[src/rtl/fifo_wr_arbiter.sv]
// Round-robin arbiter sharing one async FIFO write port among NUM_REQ wr_clk-domain requesters.
// Define FIFO_ARB_BURST_EN to enable locked bursts of up to MAX_BURST words per grant.
module fifo_wr_arbiter #(
  parameter int unsigned NUM_REQ   = 4,
  parameter int unsigned WIDTH     = 8,
  parameter int unsigned MAX_BURST = 8,
  localparam int unsigned ID_W     = (NUM_REQ > 1) ? $clog2(NUM_REQ) : 1
) (
  input  logic                       wr_clk,
  input  logic                       rst,
  input  logic [NUM_REQ-1:0]         req,
  input  logic [NUM_REQ*WIDTH-1:0]   req_data,
  input  logic [NUM_REQ-1:0]         req_last,
  output logic [NUM_REQ-1:0]         gnt,
  input  logic                       fifo_full,
  output logic                       fifo_wr_en,
  output logic [WIDTH-1:0]           fifo_write_data,
  output logic [ID_W-1:0]            owner_id,
  output logic                       locked
);

  logic [ID_W-1:0] rr_q, rr_d;
  logic [ID_W-1:0] owner_q, owner_d;
  logic [ID_W-1:0] arb_idx, cand, sel;
  logic            arb_found, sel_vld, xfer;

`ifdef FIFO_ARB_BURST_EN
  localparam int unsigned CNT_W = $clog2(MAX_BURST + 1);

  typedef enum logic [0:0] {ARB = 1'b0, LOCK = 1'b1} state_t;

  state_t           state_q, state_d;
  logic [CNT_W-1:0] cnt_q, cnt_d, cnt_inc;

  assign cnt_inc = cnt_q + CNT_W'(1);
  assign locked  = (state_q == LOCK);

  always_ff @(posedge wr_clk) begin
    if (rst) begin
      state_q <= ARB;
      cnt_q   <= '0;
      rr_q    <= ID_W'(NUM_REQ - 1);
      owner_q <= '0;
    end else begin
      state_q <= state_d;
      cnt_q   <= cnt_d;
      rr_q    <= rr_d;
      owner_q <= owner_d;
    end
  end
`else
  logic unused_c;

  // Burst inputs have no function when bursts are compiled out
  assign unused_c = (^req_last) ^ (MAX_BURST == 0);
  assign locked   = 1'b0;

  always_ff @(posedge wr_clk) begin
    if (rst) begin
      rr_q    <= ID_W'(NUM_REQ - 1);
      owner_q <= '0;
    end else begin
      rr_q    <= rr_d;
      owner_q <= owner_d;
    end
  end
`endif

  assign owner_id = owner_q;

  // Selection, zero-latency grant/write path and next-state logic
  always_comb begin
    rr_d            = rr_q;
    owner_d         = owner_q;
    gnt             = '0;
    fifo_wr_en      = 1'b0;
    fifo_write_data = '0;
    arb_found       = 1'b0;
    arb_idx         = '0;
    cand            = '0;
`ifdef FIFO_ARB_BURST_EN
    state_d         = state_q;
    cnt_d           = cnt_q;
`endif

    for (int unsigned k = 1; k <= NUM_REQ; k++) begin
      cand = ID_W'((32'(rr_q) + k) % NUM_REQ);
      if (!arb_found && req[cand]) begin
        arb_found = 1'b1;
        arb_idx   = cand;
      end
    end

`ifdef FIFO_ARB_BURST_EN
    if (state_q == LOCK) begin
      sel     = owner_q;
      sel_vld = req[owner_q];
    end else begin
      sel     = arb_idx;
      sel_vld = arb_found;
    end
`else
    sel     = arb_idx;
    sel_vld = arb_found;
`endif

    xfer = sel_vld && !fifo_full && !rst;

    if (xfer) begin
      gnt[sel]   = 1'b1;
      fifo_wr_en = 1'b1;
      owner_d    = sel;
    end

    for (int i = 0; i < int'(NUM_REQ); i++) begin
      if (gnt[i]) fifo_write_data = fifo_write_data | req_data[i*WIDTH +: WIDTH];
    end

`ifdef FIFO_ARB_BURST_EN
    case (state_q)
      ARB: begin
        if (xfer) begin
          if (!req_last[sel] && (MAX_BURST > 1)) begin
            state_d = LOCK;
            cnt_d   = CNT_W'(1);
          end else begin
            rr_d = sel;
          end
        end
      end
      LOCK: begin
        if (xfer) begin
          if (req_last[owner_q] || (cnt_inc == CNT_W'(MAX_BURST))) begin
            state_d = ARB;
            cnt_d   = '0;
            rr_d    = owner_q;
          end else begin
            cnt_d = cnt_inc;
          end
        end else if (!req[owner_q] && !fifo_full) begin
          // Owner withdrew: release the lock with no grant this cycle
          state_d = ARB;
          cnt_d   = '0;
          rr_d    = owner_q;
        end
      end
      default: state_d = ARB;
    endcase
`else
    if (xfer) rr_d = sel;
`endif
  end

endmodule

[config.mk]
export PLATFORM = sky130hd
export DESIGN_NAME = fifo_wr_arbiter
export DESIGN_NICKNAME = d
export VERILOG_FILES = /design/src/rtl/fifo_wr_arbiter.sv
export SDC_FILE = /design/constraint.sdc
export NUM_CORES = 1
export LEC_CHECK = 0
export ABC_AREA = 1
export ABC_CLOCK_PERIOD_IN_PS = 5100
export CORE_MARGIN = 3
export CORE_UTILIZATION = 65
export DETAILED_ROUTE_END_ITERATION = 7
export DONT_BUFFER_PORTS = 1
export PLACE_DENSITY = 0.81
export SLEW_MARGIN = 20
export SYNTH_ARGS = -nofsm -noshare
export SYNTH_HDL_FRONTEND = slang
export SYNTH_SLANG_ARGS = --single-unit
[constraint.sdc]
create_clock -name wr_clk -period 5.1 [get_ports wr_clk]
set_input_delay 0.51 -clock wr_clk [delete_from_list [all_inputs] [get_ports wr_clk]]
set_output_delay 0.51 -clock wr_clk [all_outputs]
set_load 0.03 [all_outputs]
==> report_table.html, run 1 <==
<table>
<tr><th>Metric</th><th>Value</th></tr>
<tr><th colspan="2">Critical path</th></tr>
<tr><td>R2r endpoint</td><td>rr_q[0]$_SDFFE_PP1P_</td></tr>
<tr><td>Data arrival time of the worst path</td><td>approximately 2.6 ns</td></tr>
<tr><td>Source of the worst register-to-register timing path</td><td>rr_q[0]$_SDFFE_PP1P_</td></tr>
<tr><td>Buf+Inv Stages, Crit Path</td><td>2</td></tr>
<tr><td>CP max stage cell</td><td>dfxtp_1</td></tr>
<tr><td>Required time of the critical path</td><td>roughly 4.6 ns</td></tr>
<tr><td>Series of cell instances along the critical path</td><td>nand2_1 -&gt; nand2_2 -&gt; nand2_1 -&gt; nand2_1 -&gt; nand2_1 -&gt; nand2_1 -&gt; nand2_1 -&gt; nand2_2 -&gt; inv_2 -&gt; nor2_8 -&gt; inv_1 -&gt; nor2_1</td></tr>
<tr><td>Category of the worst setup path capture point</td><td>output pin</td></tr>
<tr><td>Worst R2R Path Depth</td><td>11</td></tr>
<tr><td>Largest incremental delay on the critical path</td><td>0.56 ns</td></tr>
<tr><td>Largest delay contributor family on the critical path</td><td>simple AND/OR/NAND/NOR gates</td></tr>
<tr><td>Type of origin of the critical path</td><td>flip-flop</td></tr>
<tr><td>Highest net fanout along the worst path</td><td>11</td></tr>
<tr><td>CP Launch Point</td><td>rr_q[0]$_SDFFE_PP1P_</td></tr>
<tr><td>Cell mode on critical path</td><td>nand2_1</td></tr>
<tr><td>R2R Setup Slk</td><td>3.12 ns</td></tr>
<tr><td>Start-to-end type of the worst setup path</td><td>reg2out</td></tr>
<tr><th colspan="2">Detailed routing</th></tr>
<tr><td>Remaining routing DRC violations</td><td>0</td></tr>
<tr><td>Wirelength per Cell</td><td>roughly 12 µm</td></tr>
<tr><td>Drt total wl</td><td>about 2.1 mm</td></tr>
<tr><td>Met3 wire len</td><td>around 210 µm</td></tr>
<tr><td>Final ANT Viol Nets</td><td>0</td></tr>
<tr><td>Detailed Route Iter0 Violations</td><td>22</td></tr>
<tr><td>Detail-routed via count per cell</td><td>between 5 and 6</td></tr>
<tr><td>Total number of vias</td><td>1001</td></tr>
<tr><td>Uppermost layer routed</td><td>met4</td></tr>
<tr><td>Routed wire length on met2</td><td>roughly 950 µm</td></tr>
<tr><td>Met1 layer wirelength in the final routing</td><td>a little under 900 µm</td></tr>
<tr><td>Number of iterations in the first detailed-routing pass</td><td>4</td></tr>
<tr><th colspan="2">Hold path</th></tr>
<tr><td>WHS Path Cells</td><td>2</td></tr>
<tr><td>Min-delay src</td><td>rst</td></tr>
<tr><td>Hold Path Sink</td><td>rr_q[1]$_SDFFE_PP1P_</td></tr>
<tr><td>Type of the tightest min-delay check</td><td>in2reg</td></tr>
<tr><th colspan="2">Pwr</th></tr>
<tr><td>Sw Pwr</td><td>396 µW</td></tr>
<tr><td>IR drop worst, VDD</td><td>between 0.4 and 0.5 mV</td></tr>
<tr><td>Reported leakage power</td><td>between 0.5 and 0.6 nW</td></tr>
<tr><td>Net Sw Frac</td><td>between 70% and 80%</td></tr>
<tr><td>Power density relative to cell area</td><td>637 nW/µm²</td></tr>
<tr><td>Fraction of power consumed by sequential logic</td><td>13.1%</td></tr>
<tr><td>Internal power consumption</td><td>162 µW</td></tr>
<tr><td>Share of power burned in combinational logic</td><td>between 70 and 80%</td></tr>
<tr><td>Relative contribution of the clock network to total power</td><td>between 7 and 8%</td></tr>
<tr><td>Power, Total</td><td>around 560 µW</td></tr>
<tr><th colspan="2">CTS</th></tr>
<tr><td>Buffers inserted by post-CTS timing repair</td><td>0</td></tr>
<tr><td>Root buffer cell</td><td>clkbuf_4</td></tr>
<tr><td>Post-cts repair resize count</td><td>0</td></tr>
<tr><td>H-tree depth</td><td>1</td></tr>
<tr><td>CTS tree</td><td>done</td></tr>
<tr><td>Maximum root-to-sink buffer count</td><td>2</td></tr>
<tr><td>Hold buffer count at cts</td><td>0</td></tr>
<tr><td>Later-pin clock latency in the skew report</td><td>0.24 ns</td></tr>
<tr><td>Clock-pin slew of the registers on the worst-case setup and hold paths</td><td>0.04 ns</td></tr>
<tr><td>Inserted Clock Buffers</td><td>3</td></tr>
<tr><td>Clock sinks</td><td>4</td></tr>
<tr><th colspan="2">Global routing</th></tr>
<tr><td>Number of antenna violations at the first check in global routing</td><td>0</td></tr>
<tr><td>Global route total overflow</td><td>0</td></tr>
<tr><td>Via count of the first global-routing pass</td><td>around 880</td></tr>
<tr><td>Largest net degree at the start of global routing</td><td>21</td></tr>
<tr><td>All-layer global routing usage</td><td>about a quarter</td></tr>
<tr><td>Global-route wire length before repair</td><td>3.54 mm</td></tr>
<tr><th colspan="2">Logic synthesis</th></tr>
<tr><td>Synth async-reset ratio</td><td>0%</td></tr>
<tr><td>Number of synthesized register bits</td><td>4</td></tr>
<tr><td>Ys flop type</td><td>dfxtp_1</td></tr>
<tr><td>Most repeated cell in the gate-level netlist after synthesis</td><td>nand2_1</td></tr>
<tr><td>Synth cell count leaders</td><td>nand2_1, inv_1, nand3_1</td></tr>
<tr><td>Number of unique standard cell types used by synthesis</td><td>20</td></tr>
<tr><td>Biggest area contributors in the synthesized netlist</td><td>nand2_1, nand4_1, inv_1</td></tr>
<tr><td>Mean post-synth cell area</td><td>between 5 and 6 µm²</td></tr>
<tr><td>Fraction of synthesized cell area taken by the top area cell type</td><td>between 20% and 30%</td></tr>
<tr><td>Number of synthesized flops with an enable pin</td><td>0</td></tr>
<tr><td>Mapped cell area</td><td>slightly above 900 µm²</td></tr>
<tr><td>Sequential fraction of the synthesis area</td><td>~9%</td></tr>
<tr><td>Nets in the synthesized netlist</td><td>approximately 210</td></tr>
<tr><td>Gate count after technology mapping</td><td>around 170</td></tr>
<tr><td>Cell taking the most area after synthesis</td><td>nand2_1</td></tr>
<tr><td>Total number of yosys warnings</td><td>0</td></tr>
<tr><th colspan="2">Layout</th></tr>
<tr><td>Number of filler cells placed in the layout</td><td>between 100 and 150</td></tr>
<tr><td>Finished layout cell area</td><td>approximately 880 µm²</td></tr>
<tr><td>Share of post-route cells with drive strength above 1</td><td>14.0%</td></tr>
<tr><td>Nets@finish</td><td>around 210</td></tr>
<tr><td>Area growth from synthesis to layout</td><td>-3.85%</td></tr>
<tr><td>Antenna diode instance count</td><td>0</td></tr>
<tr><th colspan="2">Placement</th></tr>
<tr><td>Final estimated routing congestion in global placement</td><td>around 0.74</td></tr>
<tr><td>Post-detail-place hpwl</td><td>roughly 1.6 mm</td></tr>
<tr><td>DP Worst Slack</td><td>2.34 ns</td></tr>
<tr><td>Placed cell area</td><td>between 800 and 900 µm²</td></tr>
<tr><td># port buffers</td><td>0</td></tr>
<tr><th colspan="2">STA</th></tr>
<tr><td>Smallest setup slack after layout</td><td>2.04 ns</td></tr>
<tr><td>Final Cycle Share</td><td>about 60%</td></tr>
<tr><td>Final-report max-slew violation count</td><td>0</td></tr>
<tr><td>Worst max-slew margin expressed relative to the limit</td><td>between 60% and 70%</td></tr>
<tr><td>Setup repair after global routing missed its margin</td><td>no</td></tr>
<tr><td>Final Setup Violations</td><td>0</td></tr>
<tr><td>Worst-Margin Slew</td><td>~0.55 ns</td></tr>
<tr><td>Count of endpoints failing hold in the final timing report</td><td>0</td></tr>
<tr><td>Crit path time final</td><td>between 3 and 4 ns</td></tr>
<tr><td>Worst slack on hold paths</td><td>~0.41 ns</td></tr>
<tr><td>Highest Clock Rate</td><td>roughly 330 MHz</td></tr>
<tr><td>Max Clock Skew</td><td>0.00471 ns</td></tr>
<tr><td>Setup Total Neg Slack</td><td>0 ns</td></tr>
<tr><th colspan="2">Floorplanning</th></tr>
<tr><td>Core ar.</td><td>roughly 1200 µm²</td></tr>
<tr><td>Vertical die dimension</td><td>43.4 µm</td></tr>
<tr><td>Total number of placement rows</td><td>12</td></tr>
<tr><td>Horizontal extent of the die</td><td>between 40 and 50 µm</td></tr>
<tr><td>Die Outline Area</td><td>around 1900 µm²</td></tr>
<tr><td>Starting density of the core</td><td>75.8%</td></tr>
<tr><td>Top-level I/O count</td><td>a little under 60</td></tr>
<tr><th colspan="2">Job</th></tr>
<tr><td>Number of max-cap violations</td><td>0</td></tr>
<tr><th colspan="2">Outcome</th></tr>
<tr><td>Result of the run</td><td>finished clean</td></tr>
</table>
[area by class of cell]
type | count | area, µm² | area share (%)
inverter | 34 | 135 | 15.4
clock buffer | 3 | 22.5 | 2.57
multi-input combinational | 123 | 621 | 70.9
sequential | 4 | 80.1 | 9.14
tap | 14 | 17.5 | 2.00
[cells by family after synthesis]
logic type             share of synthesized area [%]
AOI/OAI and AO/OA                               1.79
buffers and inverters                           23.1
DFF                                             8.79
other                                          0.412
and+or+nand+nor                                 65.9
[stage by stage]
step | instances | util, %
final | 178 | 72.9
after floorplan | 168 | -
after CTS | 178 | 72.9
after global routing | 178 | 72.9
after global placement | 175 | 71.0
after detailed placement | 175 | 71.0
[registers in the layout (all words and copies together), names as in the netlist]
name / cells
owner_id: 2
rr_q: 2
[per-layer routing]
metal,up-vias,track usage [%]
met1,414,29.5
met3,7,4.15
met4,0,12.7
met5,-,0
met2,60,36.9
li1,520,-
[worst max-delay path by stage]
| stage | depth (start not counted) | end |
|---|---|---|
| 5_1_grt | 12 | fifo_write_data[3] |
| 3_3_place_gp | 12 | fifo_write_data[2] |
| 6_report | 12 | gnt[0] |
| 2_1_floorplan | 11 | gnt[3] |
| 4_1_cts | 12 | gnt[0] |
| 3_5_place_dp | 12 | gnt[0] |
[cells in the final DEF (no fill, tap or decap), types with 2 or more instances in the layout]
master / netlist / layout
nand4_1: 17 / 17
nand2_1: 61 / 61
nor2_8: 2 / 2
inv_1: 28 / 28
clkbuf_4: 0 / 3
nand2_2: 8 / 8
nand3_1: 20 / 20
dfxtp_1: 4 / 4
inv_2: 4 / 4
nor2_1: 7 / 7
nand3_2: 2 / 2
[power by group through the flow]
stage	Combinational [mW]	Clock, mW	Sequential [mW]
finish	0.444	0.0408	0.0731
global route	0.493	0.0431	0.0767
CTS	0.441	0.0421	0.0729
detailed placement	0.440	0	0.0730
global placement	0.432	0	0.0731
floorplan	0.456	0	0.0632
No activity file was read; power rests on OpenSTA's default activity.
==> inputs of run 2 (changes only) <==
Settings changed: ABC_CLOCK_PERIOD_IN_PS 5100 to 3000, CORE_UTILIZATION 65 to 62, PLACE_DENSITY 0.81 to 0.78.
Clock period 5.1 ns to 3 ns, I/O delays scaled along.
==> report_table.html, run 2 (synthesis results as in run 1) <==
<table>
<tr><th>Metric</th><th>Value</th></tr>
<tr><th colspan="2">STA</th></tr>
<tr><td>Setup Total Neg Slack</td><td>0 ns</td></tr>
<tr><td>Worst-Margin Slew</td><td>roughly 0.54 ns</td></tr>
<tr><td>Max Clock Skew</td><td>between 0.006 and 0.007 ns</td></tr>
<tr><td>Crit path time final</td><td>~2.6 ns</td></tr>
<tr><td>Count of endpoints failing hold in the final timing report</td><td>0</td></tr>
<tr><td>Final-report max-slew violation count</td><td>0</td></tr>
<tr><td>Smallest setup slack after layout</td><td>0.421 ns</td></tr>
<tr><td>Highest Clock Rate</td><td>around 390 MHz</td></tr>
<tr><td>Worst max-slew margin expressed relative to the limit</td><td>a little under two thirds</td></tr>
<tr><td>Worst slack on hold paths</td><td>0.230 ns</td></tr>
<tr><td>Final Cycle Share</td><td>between 80 and 90%</td></tr>
<tr><td>Setup repair after global routing missed its margin</td><td>no</td></tr>
<tr><td>Final Setup Violations</td><td>0</td></tr>
<tr><th colspan="2">CTS</th></tr>
<tr><td>Post-cts repair resize count</td><td>0</td></tr>
<tr><td>CTS tree</td><td>done</td></tr>
<tr><td>Clock-pin slew of the registers on the worst-case setup and hold paths</td><td>0.03 ns</td></tr>
<tr><td>Hold buffer count at cts</td><td>0</td></tr>
<tr><td>Later-pin clock latency in the skew report</td><td>around 0.24 ns</td></tr>
<tr><td>Root buffer cell</td><td>clkbuf_4</td></tr>
<tr><td>Clock sinks</td><td>4</td></tr>
<tr><td>Maximum root-to-sink buffer count</td><td>2</td></tr>
<tr><td>Buffers inserted by post-CTS timing repair</td><td>0</td></tr>
<tr><td>Inserted Clock Buffers</td><td>3</td></tr>
<tr><td>H-tree depth</td><td>1</td></tr>
<tr><th colspan="2">Pwr</th></tr>
<tr><td>Power density relative to cell area</td><td>~1100 nW/µm²</td></tr>
<tr><td>Power, Total</td><td>about 960 µW</td></tr>
<tr><td>Reported leakage power</td><td>0.554 nW</td></tr>
<tr><td>IR drop worst, VDD</td><td>between 0.5 and 0.6 mV</td></tr>
<tr><th colspan="2">Floorplanning</th></tr>
<tr><td>Core ar.</td><td>1330 µm²</td></tr>
<tr><td>Starting density of the core</td><td>roughly two thirds</td></tr>
<tr><td>Vertical die dimension</td><td>between 40 and 50 µm</td></tr>
<tr><td>Die Outline Area</td><td>1970 µm²</td></tr>
<tr><td>Horizontal extent of the die</td><td>about 44 µm</td></tr>
<tr><td>Top-level I/O count</td><td>between 50 and 60</td></tr>
<tr><td>Total number of placement rows</td><td>13</td></tr>
<tr><th colspan="2">Critical path</th></tr>
<tr><td>Source of the worst register-to-register timing path</td><td>rr_q[1]$_SDFFE_PP1P_</td></tr>
<tr><td>Required time of the critical path</td><td>2.70 ns</td></tr>
<tr><td>Highest net fanout along the worst path</td><td>11</td></tr>
<tr><td>Largest incremental delay on the critical path</td><td>roughly 0.44 ns</td></tr>
<tr><td>Worst R2R Path Depth</td><td>11</td></tr>
<tr><td>CP max stage cell</td><td>dfxtp_1</td></tr>
<tr><td>Start-to-end type of the worst setup path</td><td>reg2out</td></tr>
<tr><td>Critical path destination</td><td>fifo_write_data[2]</td></tr>
<tr><td>Category of the worst setup path capture point</td><td>output pin</td></tr>
<tr><td>Type of origin of the critical path</td><td>flip-flop</td></tr>
<tr><td>R2R Setup Slk</td><td>approximately 1.2 ns</td></tr>
<tr><td>Cell mode on critical path</td><td>nand2_1</td></tr>
<tr><td>R2r endpoint</td><td>rr_q[0]$_SDFFE_PP1P_</td></tr>
<tr><td>Data arrival time of the worst path</td><td>2.28 ns</td></tr>
<tr><td>Series of cell instances along the critical path</td><td>inv_2 -&gt; nand2_1 -&gt; nand2_1 -&gt; nand2_1 -&gt; nand2_1 -&gt; nand2_1 -&gt; nand3_1 -&gt; nand2_2 -&gt; inv_2 -&gt; nor2_8 -&gt; nand3_1 -&gt; nand2_1 -&gt; inv_1 -&gt; nand2_1</td></tr>
<tr><td>CP Launch Point</td><td>rr_q[1]$_SDFFE_PP1P_</td></tr>
<tr><th colspan="2">Job</th></tr>
<tr><td>Number of max-cap violations</td><td>0</td></tr>
<tr><th colspan="2">Global routing</th></tr>
<tr><td>Largest net degree at the start of global routing</td><td>19</td></tr>
<tr><td>Via count of the first global-routing pass</td><td>between 800 and 900</td></tr>
<tr><td>All-layer global routing usage</td><td>22.4%</td></tr>
<tr><td>Number of antenna violations at the first check in global routing</td><td>0</td></tr>
<tr><td>Global route total overflow</td><td>0</td></tr>
<tr><td>Global-route wire length before repair</td><td>3.42 mm</td></tr>
<tr><th colspan="2">Detailed routing</th></tr>
<tr><td>Detail-routed via count per cell</td><td>approximately 5.6</td></tr>
<tr><td>Total number of vias</td><td>about 1000</td></tr>
<tr><td>Wirelength per Cell</td><td>around 11 µm</td></tr>
<tr><td>Remaining routing DRC violations</td><td>0</td></tr>
<tr><td>Number of iterations in the first detailed-routing pass</td><td>4</td></tr>
<tr><td>Final ANT Viol Nets</td><td>0</td></tr>
<tr><td>Drt total wl</td><td>~2.1 mm</td></tr>
<tr><td>Detailed Route Iter0 Violations</td><td>23</td></tr>
<tr><th colspan="2">Hold path</th></tr>
<tr><td>WHS Path Cells</td><td>2</td></tr>
<tr><td>Type of the tightest min-delay check</td><td>in2reg</td></tr>
<tr><th colspan="2">Placement</th></tr>
<tr><td>Placed cell area</td><td>just under 900 µm²</td></tr>
<tr><td># port buffers</td><td>0</td></tr>
<tr><td>Post-detail-place hpwl</td><td>roughly 1.6 mm</td></tr>
<tr><td>DP Worst Slack</td><td>between 0.4 and 0.5 ns</td></tr>
<tr><td>Final estimated routing congestion in global placement</td><td>0.770</td></tr>
<tr><th colspan="2">Layout</th></tr>
<tr><td>Most frequent cells in the layout</td><td>nand2_1, inv_1, nand3_1</td></tr>
<tr><td>Share of post-route cells with drive strength above 1</td><td>roughly 16%</td></tr>
<tr><td>Nets@finish</td><td>roughly 210</td></tr>
<tr><td>Area growth from synthesis to layout</td><td>-1.65%</td></tr>
<tr><td>Antenna diode instance count</td><td>0</td></tr>
<tr><td>Most frequent standard cell in the layout excluding fill and tap cells</td><td>nand2_1</td></tr>
<tr><td>Finished layout cell area</td><td>~900 µm²</td></tr>
<tr><th colspan="2">Outcome</th></tr>
<tr><td>Result of the run</td><td>finished clean</td></tr>
</table>
run 2: worst min-delay path by stage:
stage	end	from	slack (ns)
6_report	rr_q[1]$_SDFFE_PP1P_	rst	0.23
5_1_grt	rr_q[1]$_SDFFE_PP1P_	rst	0.25
3_3_place_gp	rr_q[1]$_SDFFE_PP1P_	rst	0.45
2_1_floorplan	rr_q[1]$_SDFFE_PP1P_	rst	0.43
3_5_place_dp	rr_q[1]$_SDFFE_PP1P_	rst	0.45
4_1_cts	rr_q[1]$_SDFFE_PP1P_	rst	0.22
run 2: report_power, final:
part           internal (mW)  switching [mW]
sequential            0.0746          0.0506
clock                 0.0447          0.0213
combinational          0.174           0.597
total                  0.294           0.669
run 2: cell type report:
| type | count | area (µm²) |
|---|---|---|
| Multi-Input combinational cell | 123 | 623 |
| Fill cell | 139 | 438 |
| Inverter | 34 | 135 |
| Sequential cell | 4 | 81.3 |
| Clock buffer | 3 | 22.5 |
| Tap cell | 15 | 18.8 |
| Timing Repair Buffer | 2 | 15.0 |
run 2: worst max-delay path, delay by kind of cell, from the launching register on:
kind	cells	cell delay, ns
AND/OR/NAND/NOR	11	1.27
buffers and inverters	3	0.33
flip-flops	1	0.44
run 2: per-stage QoR:
stage	cells	utilization, %
3_3_place_gp	178	65.2
6_report	181	67.2
3_5_place_dp	178	65.2
5_1_grt	181	67.2
2_1_floorplan	168	-
4_1_cts	181	66.9
run 2: layer usage:
metal	routed length (µm)	share of wire, %	global-route usage, %
met5	0	0	0
met2	995	48	34.0
met1	853	42	31.6
met3	189	9.2	4.07
met4	15	0.73	7.23
==> inputs of run 3 (changes only) <==
Settings changed: ABC_AREA 1 to default, ABC_CLOCK_PERIOD_IN_PS 3000 to 2350, CELL_PAD_IN_SITES_DETAIL_PLACEMENT from default to 1, CELL_PAD_IN_SITES_GLOBAL_PLACEMENT from default to 1, CORE_UTILIZATION 62 to 32, PLACE_DENSITY 0.78 to default, PLACE_DENSITY_LB_ADDON from default to 0.1.
Clock period 3 ns to 2.35 ns, I/O delays scaled along.
==> report_table.html, run 3 <==
<table>
<tr><th>Metric</th><th>Value</th></tr>
<tr><th colspan="2">Detailed routing</th></tr>
<tr><td>Drt total wl</td><td>1.54 mm</td></tr>
<tr><td>Number of iterations in the first detailed-routing pass</td><td>2</td></tr>
<tr><td>Remaining routing DRC violations</td><td>0</td></tr>
<tr><td>Detailed Route Iter0 Violations</td><td>5</td></tr>
<tr><td>Detail-routed via count per cell</td><td>6.16</td></tr>
<tr><td>Wirelength per Cell</td><td>around 17 µm</td></tr>
<tr><td>Final ANT Viol Nets</td><td>0</td></tr>
<tr><td>Total number of vias</td><td>567</td></tr>
<tr><th colspan="2">Layout</th></tr>
<tr><td>Filler-free cell count of the finished design</td><td>92</td></tr>
<tr><td>Number of filler cells placed in the layout</td><td>approximately 180</td></tr>
<tr><td>Most frequent standard cell in the layout excluding fill and tap cells</td><td>mux2i_1</td></tr>
<tr><td>Area growth from synthesis to layout</td><td>22.6%</td></tr>
<tr><td>Nets@finish</td><td>roughly 120</td></tr>
<tr><td>Total area of multi-input combinational cells</td><td>398 µm²</td></tr>
<tr><td>Most frequent cells in the layout</td><td>mux2i_1, buf_4, nor2_1, o22ai_1</td></tr>
<tr><td>Antenna diode instance count</td><td>0</td></tr>
<tr><td>Share of post-route cells with drive strength above 1</td><td>between 20% and 30%</td></tr>
<tr><td>Footprint of the flip-flops and latches</td><td>roughly 80 µm²</td></tr>
<tr><th colspan="2">Floorplanning</th></tr>
<tr><td>Horizontal extent of the die</td><td>roughly 46 µm</td></tr>
<tr><td>Vertical die dimension</td><td>46.1 µm</td></tr>
<tr><td>Die Outline Area</td><td>between 2000 and 2500 µm²</td></tr>
<tr><td>Total number of placement rows</td><td>13</td></tr>
<tr><td>Top-level I/O count</td><td>59</td></tr>
<tr><td>Core ar.</td><td>around 1400 µm²</td></tr>
<tr><td>Starting density of the core</td><td>a little under two fifths</td></tr>
<tr><th colspan="2">Logic synthesis</th></tr>
<tr><td>Total number of yosys warnings</td><td>0</td></tr>
<tr><td>Synth cell count leaders</td><td>mux2i_1, nor2_1, o22ai_1</td></tr>
<tr><td>Synth async-reset ratio</td><td>0%</td></tr>
<tr><td>Most repeated cell in the gate-level netlist after synthesis</td><td>mux2i_1</td></tr>
<tr><td>Number of synthesized flops with an enable pin</td><td>0</td></tr>
<tr><td>Number of unique standard cell types used by synthesis</td><td>25</td></tr>
<tr><td>Mean post-synth cell area</td><td>between 7 and 8 µm²</td></tr>
<tr><td>Biggest area contributors in the synthesized netlist</td><td>mux2i_1, dfxtp_1, o22ai_1</td></tr>
<tr><td>Cell taking the most area after synthesis</td><td>mux2i_1</td></tr>
<tr><td>Nets in the synthesized netlist</td><td>around 110</td></tr>
<tr><td>Number of synthesized register bits</td><td>4</td></tr>
<tr><td>Sequential fraction of the synthesis area</td><td>about 16%</td></tr>
<tr><td>Ys flop type</td><td>dfxtp_1</td></tr>
<tr><td>Mapped cell area</td><td>about 520 µm²</td></tr>
<tr><td>Gate count after technology mapping</td><td>65</td></tr>
<tr><td>Fraction of synthesized cell area taken by the top area cell type</td><td>around 31%</td></tr>
<tr><th colspan="2">Pwr</th></tr>
<tr><td>Reported leakage power</td><td>approximately 0.34 nW</td></tr>
<tr><td>IR drop worst, VDD</td><td>0.310 mV</td></tr>
<tr><td>Power density relative to cell area</td><td>between 500 and 600 nW/µm²</td></tr>
<tr><th colspan="2">Global routing</th></tr>
<tr><td>Via count of the first global-routing pass</td><td>544</td></tr>
<tr><td>All-layer global routing usage</td><td>between 10% and 20%</td></tr>
<tr><td>Largest net degree at the start of global routing</td><td>22</td></tr>
<tr><td>Global-route wire length before repair</td><td>between 2 and 2.5 mm</td></tr>
<tr><td>Number of antenna violations at the first check in global routing</td><td>0</td></tr>
<tr><td>Global route total overflow</td><td>0</td></tr>
<tr><th colspan="2">Placement</th></tr>
<tr><td>DP Worst Slack</td><td>roughly 0.28 ns</td></tr>
<tr><td>Post-detail-place hpwl</td><td>between 1 and 1.5 mm</td></tr>
<tr><td># port buffers</td><td>0</td></tr>
<tr><td>Final estimated routing congestion in global placement</td><td>approximately 0.66</td></tr>
<tr><td>DP Cell Count</td><td>89</td></tr>
<tr><th colspan="2">STA</th></tr>
<tr><td>Setup Total Neg Slack</td><td>0 ns</td></tr>
<tr><td>Count of endpoints failing hold in the final timing report</td><td>0</td></tr>
<tr><td>Crit path time final</td><td>2.23 ns</td></tr>
<tr><td>Smallest setup slack after layout</td><td>approximately 0.12 ns</td></tr>
<tr><td>Worst slack on hold paths</td><td>roughly 0.07 ns</td></tr>
<tr><td>Final Cycle Share</td><td>a little over nine tenths</td></tr>
<tr><td>Setup repair after global routing missed its margin</td><td>no</td></tr>
<tr><td>Highest Clock Rate</td><td>roughly 450 MHz</td></tr>
<tr><td>Final-report max-slew violation count</td><td>0</td></tr>
<tr><td>Final Setup Violations</td><td>0</td></tr>
<tr><td>Max Clock Skew</td><td>between 0.003 and 0.004 ns</td></tr>
<tr><th colspan="2">Critical path</th></tr>
<tr><td>Data arrival time of the worst path</td><td>approximately 2 ns</td></tr>
<tr><td>Required time of the critical path</td><td>2.12 ns</td></tr>
<tr><td>Largest incremental delay on the critical path</td><td>~0.41 ns</td></tr>
<tr><td>Buf+Inv Stages, Crit Path</td><td>3</td></tr>
<tr><td>Category of the worst setup path capture point</td><td>output pin</td></tr>
<tr><td>R2R Setup Slk</td><td>roughly 0.8 ns</td></tr>
<tr><td>Type of origin of the critical path</td><td>flip-flop</td></tr>
<tr><td>Largest delay contributor family on the critical path</td><td>buffers and inverters</td></tr>
<tr><td>Series of cell instances along the critical path</td><td>inv_2 -&gt; or3_1 -&gt; o311ai_4 -&gt; buf_6 -&gt; mux2i_1 -&gt; o22ai_1 -&gt; buf_4</td></tr>
<tr><td>CP max stage cell</td><td>dfxtp_1</td></tr>
<tr><td>Start-to-end type of the worst setup path</td><td>reg2out</td></tr>
<tr><td>Highest net fanout along the worst path</td><td>21</td></tr>
<tr><th colspan="2">CTS</th></tr>
<tr><td>Buffers inserted by post-CTS timing repair</td><td>0</td></tr>
<tr><td>CTS tree</td><td>done</td></tr>
<tr><td>Post-cts repair resize count</td><td>0</td></tr>
<tr><td>Later-pin clock latency in the skew report</td><td>roughly 0.24 ns</td></tr>
<tr><td>Root buffer cell</td><td>clkbuf_4</td></tr>
<tr><td>Hold buffer count at cts</td><td>0</td></tr>
<tr><td>H-tree depth</td><td>1</td></tr>
<tr><td>Inserted Clock Buffers</td><td>3</td></tr>
<tr><td>Clock sinks</td><td>4</td></tr>
<tr><td>Maximum root-to-sink buffer count</td><td>2</td></tr>
<tr><td>Clock-pin slew of the registers on the worst-case setup and hold paths</td><td>around 0.040 ns</td></tr>
<tr><th colspan="2">Outcome</th></tr>
<tr><td>Result of the run</td><td>finished clean</td></tr>
<tr><th colspan="2">Hold path</th></tr>
<tr><td>Type of the tightest min-delay check</td><td>in2reg</td></tr>
<tr><th colspan="2">Job</th></tr>
<tr><td>Number of max-cap violations</td><td>0</td></tr>
</table>
## run 3: cell count changes in the layout (fill, tap and decap cells not counted), moves of 10 or more
cell / change
nand2_1: -57
buf_4: +10
mux2i_1: +16
inv_1: -27
nand3_1: -19
nand4_1: -17
## run 3: per-layer routing
layer  track usage (%)  vias up  wire [µm]  share of wire (%)
li1                  -      269          -                  -
met1              16.5      264        529                 34
met2              23.9       32        813                 53
met3              6.25        2        194                 13
met4              7.39        0          4               0.26
met5                 0        -          0                  0
## run 3: cells by family (layout without fill, tap and decap cells)
group / count (synthesis) / count (layout) / synth area share (%)
muxes: 16 / 16 / 31.1
and+or+nand+nor: 19 / 19 / 16.7
AOI/OAI and AO/OA: 18 / 18 / 25.7
buffers and inverters: 7 / 19 / 10.2
DFF: 4 / 4 / 15.5
other: 1 / 1 / 0.727
## run 3: through the flow
| stage | utilization, % | power [mW] | instance area [µm²] |
|---|---|---|---|
| 6_report | 45.2 | 0.341 | 632 |
| 5_1_grt | 45.2 | 0.367 | 632 |
| 4_1_cts | 44.5 | 0.342 | 623 |
| 3_5_place_dp | 42.9 | 0.253 | 601 |
| 3_3_place_gp | 42.9 | 0.250 | 601 |
| 2_1_floorplan | - | 0.223 | 515 |
## run 3: worst paths after layout
kind | from | end | depth (start not counted)
hold reg to reg | rr_q[1]$_SDFFE_PP1P_ | rr_q[1]$_SDFFE_PP1P_ | 2
hold / removal | rst | owner_id[1]$_SDFFE_PP0P_ | 1
setup reg to reg | rr_q[0]$_SDFFE_PP1P_ | owner_id[1]$_SDFFE_PP0P_ | 6
setup / recovery | rr_q[0]$_SDFFE_PP1P_ | fifo_write_data[2] | 7
## run 3: report_power, final
group | internal [mW] | switching [mW]
registers | 0.0740 | 0.0110
logic | 0.0719 | 0.0959
clock network | 0.0573 | 0.0306
## run 3: final cells by class
type | count | share of cell area [%]
repair buffers | 13 | 16.0
flip-flops and latches | 4 | 12.7
inverters | 3 | 1.78
multi-input cells | 54 | 63.0
clock buffers | 3 | 3.56
well taps | 15 | 2.97
